### config.mk
export PLATFORM = sky130hd
export DESIGN_NAME = mux_pin_sequencer
export DESIGN_NICKNAME = d
export VERILOG_FILES = /design/src/rtl/mux_pkg.sv /design/src/rtl/mux_ow_select.sv /design/src/rtl/mux_pin_sequencer.sv
export SDC_FILE = /design/constraint.sdc
export NUM_CORES = 1
export LEC_CHECK = 0
export CAP_MARGIN = 30
export CELL_PAD_IN_SITES_DETAIL_PLACEMENT = 0
export CELL_PAD_IN_SITES_GLOBAL_PLACEMENT = 1
export CORE_AREA = 3 3 186 188
export CTS_BUF_LIST = sky130_fd_sc_hd__clkbuf_4 sky130_fd_sc_hd__clkbuf_8 sky130_fd_sc_hd__clkbuf_16
export DETAILED_ROUTE_END_ITERATION = 8
export DIE_AREA = 0 0 189 191
export GPL_TIMING_DRIVEN = 0
export MAX_ROUTING_LAYER = met4
export PLACE_DENSITY = 0.71
export SLEW_MARGIN = 15
export SYNTH_ARGS = -nofsm -noshare
export SYNTH_HDL_FRONTEND = slang
export SYNTH_SLANG_ARGS = --single-unit
### constraint.sdc
create_clock -name clk -period 3.44 [get_ports clk]
set_input_delay 0.688 -clock clk [delete_from_list [all_inputs] [get_ports clk]]
set_output_delay 0.688 -clock clk [all_outputs]
set_load 0.01 [all_outputs]
### src/rtl/mux_pkg.sv
// Shared widths, pin-bus field offsets and enums for the mux pin sequencer.
package mux_pkg;
    localparam int IW_W   = 18;
    localparam int OW_W   = 24;
    localparam int DATA_W = 16;
    localparam int IW_CLK = 0;
    localparam int IW_RST = 1;
    localparam int IW_UI  = 2;
    localparam int IW_UIO = 10;

    typedef enum logic [1:0] {
        OP_WRITE  = 2'd0,
        OP_STEP   = 2'd1,
        OP_RESET  = 2'd2,
        OP_SELECT = 2'd3
    } op_e;

    typedef enum logic [2:0] {
        ST_IDLE,
        ST_APPLY,
        ST_CLK_HI,
        ST_CLK_LO,
        ST_SETTLE,
        ST_RESP
    } state_e;
endpackage

### src/rtl/mux_ow_select.sv
// Picks one project's 24-bit ow word from the concatenated bus; zero when sel is out of range.
module mux_ow_select
    import mux_pkg::*;
#(
    parameter int NUM_PROJ = 16,
    parameter int SEL_W    = 4
) (
    input  logic [NUM_PROJ*OW_W-1:0] ow_bus,
    input  logic [SEL_W-1:0]         sel,
    output logic [OW_W-1:0]          word
);

    always_comb begin
        word = '0;
        for (int i = 0; i < NUM_PROJ; i++) begin
            if (sel == SEL_W'(i)) word = ow_bus[i*OW_W +: OW_W];
        end
    end

endmodule

### src/rtl/mux_pin_sequencer.sv
// Host-side sequencer for the shared project pin bus: applies commands to iw/ena,
// pulses proj_clk, then returns a registered sample of the selected project's ow.
//
//   state     | meaning
//   ----------+-------------------------------------------------------------
//   ST_IDLE   | cmd_ready high, waiting for a command
//   ST_APPLY  | new iw/ena just driven, one cycle before any clock pulse
//   ST_CLK_HI | proj_clk high for CLK_HALF cycles
//   ST_CLK_LO | proj_clk low for CLK_HALF cycles; loops while pulses remain
//   ST_SETTLE | waiting SETTLE cycles before sampling ow
//   ST_RESP   | response held until rsp_ready
module mux_pin_sequencer
    import mux_pkg::*;
#(
    parameter int NUM_PROJ = 16,
    parameter int SEL_W    = 4,
    parameter int SETTLE   = 2,
    parameter int CLK_HALF = 1
) (
    input  logic                     clk,
    input  logic                     rst_n,
    input  logic                     cmd_valid,
    output logic                     cmd_ready,
    input  logic [1:0]               cmd_op,
    input  logic [SEL_W-1:0]         cmd_sel,
    input  logic [DATA_W-1:0]        cmd_data,
    input  logic [7:0]               cmd_count,
    output logic                     rsp_valid,
    input  logic                     rsp_ready,
    output logic [OW_W-1:0]          rsp_data,
    output logic                     rsp_err,
    output logic [NUM_PROJ-1:0]      ena,
    output logic [IW_W-1:0]          iw,
    input  logic [NUM_PROJ*OW_W-1:0] ow_bus,
    output logic                     busy
);

    localparam logic [7:0]       HALF_LD   = 8'(CLK_HALF - 1);
    localparam logic [7:0]       SETTLE_LD = 8'(SETTLE - 1);
    localparam logic [SEL_W:0]   NUM_PROJ_W = (SEL_W+1)'(NUM_PROJ);

    state_e                state_q, state_d;
    op_e                   op_q;
    logic [SEL_W-1:0]      sel_q;
    logic [7:0]            cnt_q;
    logic [7:0]            tmr_q;
    logic                  tmr_done;
    logic                  accept;
    logic                  sel_ok;
    logic [NUM_PROJ-1:0]   ena_dec;
    logic [OW_W-1:0]       ow_word;

    assign tmr_done  = (tmr_q == 8'd0);
    assign accept    = cmd_valid && (state_q == ST_IDLE);
    assign cmd_ready = (state_q == ST_IDLE);
    assign busy      = ~cmd_ready;
    assign sel_ok    = ({1'b0, cmd_sel} < NUM_PROJ_W);

    always_comb begin
        ena_dec = '0;
        for (int i = 0; i < NUM_PROJ; i++) begin
            if (cmd_sel == SEL_W'(i)) ena_dec[i] = 1'b1;
        end
    end

    mux_ow_select #(.NUM_PROJ(NUM_PROJ), .SEL_W(SEL_W)) u_ow_select (
        .ow_bus (ow_bus),
        .sel    (sel_q),
        .word   (ow_word)
    );

    always_ff @(posedge clk or negedge rst_n) begin
        if (!rst_n) state_q <= ST_IDLE;
        else        state_q <= state_d;
    end

    always_comb begin
        state_d = state_q;
        unique case (state_q)
            ST_IDLE:   if (cmd_valid) state_d = ST_APPLY;
            ST_APPLY:  state_d = (cnt_q != 8'd0) ? ST_CLK_HI : ST_SETTLE;
            ST_CLK_HI: if (tmr_done) state_d = ST_CLK_LO;
            ST_CLK_LO: if (tmr_done) state_d = (cnt_q != 8'd0) ? ST_CLK_HI : ST_SETTLE;
            ST_SETTLE: if (tmr_done) state_d = ST_RESP;
            ST_RESP:   if (rsp_ready) state_d = ST_IDLE;
            default:   state_d = ST_IDLE;
        endcase
    end

    always_ff @(posedge clk or negedge rst_n) begin
        if (!rst_n) begin
            op_q      <= OP_WRITE;
            sel_q     <= '0;
            cnt_q     <= 8'd0;
            tmr_q     <= 8'd0;
            iw        <= '0;
            ena       <= '0;
            rsp_valid <= 1'b0;
            rsp_data  <= '0;
            rsp_err   <= 1'b0;
        end else begin
            if (!tmr_done) tmr_q <= tmr_q - 8'd1;
            unique case (state_q)
                ST_IDLE: begin
                    if (accept) begin
                        op_q    <= op_e'(cmd_op);
                        rsp_err <= 1'b0;
                        cnt_q   <= 8'd0;
                        unique case (op_e'(cmd_op))
                            OP_WRITE: iw[IW_W-1:IW_UI] <= cmd_data;
                            OP_STEP: begin
                                iw[IW_W-1:IW_UI] <= cmd_data;
                                cnt_q            <= cmd_count;
                            end
                            OP_RESET: begin
                                iw[IW_RST] <= 1'b0;
                                cnt_q      <= (cmd_count == 8'd0) ? 8'd1 : cmd_count;
                            end
                            OP_SELECT: begin
                                iw[IW_W-1:IW_UI] <= '0;
                                sel_q            <= cmd_sel;
                                ena              <= sel_ok ? ena_dec : '0;
                            end
                            default: ;
                        endcase
                    end
                end
                ST_APPLY: begin
                    if (cnt_q != 8'd0) begin
                        iw[IW_CLK] <= 1'b1;
                        tmr_q      <= HALF_LD;
                    end else begin
                        tmr_q <= SETTLE_LD;
                    end
                end
                ST_CLK_HI: begin
                    if (tmr_done) begin
                        iw[IW_CLK] <= 1'b0;
                        tmr_q      <= HALF_LD;
                        if (cnt_q != 8'd0) cnt_q <= cnt_q - 8'd1;
                        // proj_rst_n is released together with the last falling clock edge
                        if (op_q == OP_RESET && cnt_q <= 8'd1) iw[IW_RST] <= 1'b1;
                    end
                end
                ST_CLK_LO: begin
                    if (tmr_done) begin
                        if (cnt_q != 8'd0) begin
                            iw[IW_CLK] <= 1'b1;
                            tmr_q      <= HALF_LD;
                        end else begin
                            tmr_q <= SETTLE_LD;
                        end
                    end
                end
                ST_SETTLE: begin
                    if (tmr_done) begin
                        rsp_valid <= 1'b1;
                        rsp_data  <= (ena != '0) ? ow_word : '0;
                        rsp_err   <= (op_q == OP_SELECT) && (ena == '0);
                    end
                end
                ST_RESP: begin
                    if (rsp_ready) rsp_valid <= 1'b0;
                end
                default: ;
            endcase
        end
    end

endmodule

==> flow_metrics.env <==
export IMPL_numCtsBuffers=9
export IMPL_drtAntennaViolNets=0
export IMPL_clk_pin_slew_ps=70
export IMPL_die_x_um=189
export IMPL_power_density_mw_per_mm2=696
export IMPL_startpoint_type="register"
export IMPL_track_usage_pct=27.8
export IMPL_place_congestion=0.968
export IMPL_synthToLayoutAreaGrowth_pct=76.5
export IMPL_grt_overflow=0
export IMPL_clk_path_buf_depth=2
export IMPL_required_ps=3720
export IMPL_synth_area_mm2=0.00758
export IMPL_reg2reg_slack_ps=60
export IMPL_mostFrequentLayoutCell="clkdlybuf4s50_1"
export IMPL_drtIter0Drc=758
export IMPL_slew_headroom_pct=40.8
export IMPL_max_freq_mhz=296
export IMPL_clockRootBuffer="clkbuf_16"
export IMPL_start_util_pct=22.8
export IMPL_rsz0062_at_grt="false"
export IMPL_stdcell_count=1867
export IMPL_path_cells="buf_2, nor2b_1, clkbuf_1, clkbuf_1, a22oi_1, o2111a_1, o21ai_0, a22o_1"
export IMPL_num_vias=10100
export IMPL_critPathCaptureType="register"
export IMPL_max_stage_delay_ps=740
export IMPL_peakVddDrop_mv=0.358
export IMPL_yosysWarnings=0
export IMPL_ys_flop_type="dfrtp_1"
export IMPL_io_buffers=479
export IMPL_routed_wl_um=50900
export IMPL_synth_cells=906
export IMPL_grt_max_degree=46
export IMPL_async_flop_share_pct=100
export IMPL_final_cell_mix="478 x clkdlybuf4s50_1, 97 x nand2_1, 85 x dfrtp_1"
export IMPL_period_minus_slack_ps=3380
export IMPL_totalNegativeSetupSlack_ps=0
export IMPL_synth_nets=1332
export IMPL_drive_gt1_share_pct=8.13
export IMPL_core_area_mm2=0.0333
export IMPL_crit_path_top_delay_cell="clkbuf_1"
export IMPL_maxSlewViolCount=0
export IMPL_fin_skew_ps=10.0
export IMPL_synth_edf_count=0
export IMPL_clock_sinks=85
export IMPL_grt_pass1_vias=10300
export IMPL_status="complete, no violations"
export IMPL_synth_seq_cells=85
export IMPL_p_leak_nw=5.03
export IMPL_cts_tree="done"
export IMPL_critPathMostFrequentCell="clkbuf_1"
export IMPL_die_y_um=191
export IMPL_antenna_found_initial=17
export IMPL_hp_class="input pin to asynchronous set/reset pin"
export IMPL_hold_buffers=0
export IMPL_wire_per_inst_um=27.3
export IMPL_hold_viol=0
export IMPL_via_per_inst=5.40
export IMPL_ys_types=68
export IMPL_grt_pass1_wl_um=71200
export IMPL_dpl_hpwl_um=42200
export IMPL_drc=0
export IMPL_syn_area_per_cell_um2=8.37
export IMPL_synth_seq_area_share_pct=28.1
export IMPL_fp_row_count=67
export IMPL_cap_violations=0
export IMPL_post_place_cells=1836
export IMPL_path_max_fanout=10
export IMPL_first_pass_iters=5
export IMPL_nets=1823
export IMPL_worstPathArrival_ps=3660
export IMPL_htreeDepth=3
export IMPL_insertion_delay_ps=350
export IMPL_path_class="register to register"
export IMPL_post_route_period_util_pct=98.2
export IMPL_io_pins=480
export IMPL_setup_viol=0
export IMPL_die_area_mm2=0.0361
export IMPL_tightest_slew_ps=888
## through the flow
stage | total power [mW] | util [%] | area [um^2] | worst slack, ps | hold WS [ps]
floorplan | 5.16 | - | 7580 | 767 | 392
global placement | 8.11 | 38.9 | 12900 | -1790 | 462
detailed placement | 8.17 | 39.0 | 13000 | -760 | 470
CTS | 9.29 | 40.1 | 13300 | 15.6 | 393
global route | 9.87 | 40.2 | 13400 | 22.5 | 408
finish | 9.31 | 40.2 | 13400 | 61.2 | 371
## cells by family after synthesis
group                      synth area share, %
AOI/OAI and AO/OA                         29.0
xor gates and xnor gates                 0.462
adders and majority gates                 1.32
buffers and inverters                     5.07
DFF                                       28.1
muxes                                     15.0
and+or+nand+nor                           21.1
## power breakdown
| group | total [mW] | internal, mW | switching (mW) |
|---|---|---|---|
| logic | 6.64 | 2.67 | 3.97 |
| registers | 1.64 | 1.34 | 0.304 |
| clock network | 1.03 | 0.575 | 0.457 |
## synth_stat cells, types with 4 or more instances
master / count / area share, %
a211oi_1: 13 / 1.3
nor3b_1: 4 / 0.40
a221oi_1: 12 / 1.4
o21ai_0: 72 / 4.8
nor2_1: 61 / 3.0
a22o_1: 9 / 1.0
a21boi_0: 5 / 0.50
o2bb2ai_1: 8 / 0.92
nand3b_1: 9 / 0.89
ha_1: 8 / 1.3
a22oi_1: 11 / 1.1
clkbuf_1: 66 / 3.3
a21o_1: 4 / 0.40
nand2b_1: 41 / 3.4
nand2_1: 97 / 4.8
or2_2: 11 / 0.91
o41ai_1: 12 / 1.4
mux2i_1: 37 / 4.9
dfrtp_1: 85 / 28
a32o_1: 6 / 0.79
nor3_1: 19 / 1.3
buf_1: 8 / 0.40
o31ai_1: 21 / 2.1
o22ai_1: 13 / 1.1
o211ai_1: 9 / 0.89
inv_1: 14 / 0.69
mux4_2: 26 / 7.7
nand3_1: 4 / 0.26
or4_1: 9 / 0.89
or3_1: 4 / 0.33
a31oi_1: 20 / 1.7
a222oi_1: 5 / 0.66
buf_2: 7 / 0.46
a21oi_1: 48 / 3.2
nor4_1: 14 / 1.2
o221ai_1: 12 / 1.4
a221o_1: 5 / 0.66
nor2b_1: 19 / 1.6
a2bb2oi_1: 5 / 0.58
mux2_2: 16 / 2.4
o21a_1: 11 / 1.1
## sequential cells by signal (all words and copies together), names as in the netlist
signal     count
cnt_q          8
ena           16
iw            18
op_q           2
rsp_data      24
rsp_err        1
rsp_valid      1
sel_q          4
state_q        3
tmr_q          8
## layer usage
layer | track usage [%] | wire [um]
met1 | 33.7 | 20900
met2 | 45.4 | 24100
met3 | 6.80 | 4120
met4 | 9.68 | 1770
met5 | - | 0
## what timing repair did
| item | 4_1_cts | 5_1_grt |
|---|---|---|
| endpoints found under the setup margin | 22 | 20 |
| hold endpoints to repair | 0 | 0 |
| resized for setup | 17 | 14 |
| buffers inserted | 0 | 0 |
## area by class of cell
class / instances / area [um^2]
antenna: 17 / 42.5
inverter: 16 / 60.1
tap: 448 / 561
clock inverter: 7 / 80.1
sequential: 85 / 2130
timing repair buffer: 482 / 4840
fill: 3463 / 19900
clock buffer: 9 / 225
buffer: 80 / 340
multi-input combinational: 723 / 5100
## critical path, delay by kind of cell (launching register included)
kind,cells,cell delay (ps)
flip-flops,1,320
AND/OR/NAND/NOR,1,170
buffers and inverters,3,1590
AO/OA/AOI/OAI,4,1220
## final timing paths
| path | startpoint | end | cells past startpoint |
|---|---|---|---|
| min | rst_n | iw[10]$_DFFE_PN0P_ | 1 |
| min reg2reg | iw[5]$_DFFE_PN0P_ | iw[5]$_DFFE_PN0P_ | 2 |
| min in group clk | iw[5]$_DFFE_PN0P_ | iw[5]$_DFFE_PN0P_ | 2 |
| max reg2reg | sel_q[0]$_DFFE_PN0P_ | rsp_data[16]$_DFFE_PN0P_ | 8 |
| max in group asynchronous | rst_n | sel_q[3]$_DFFE_PN0P_ | 2 |
| max | sel_q[0]$_DFFE_PN0P_ | rsp_data[16]$_DFFE_PN0P_ | 8 |
Power figures use the tool's default switching activity.
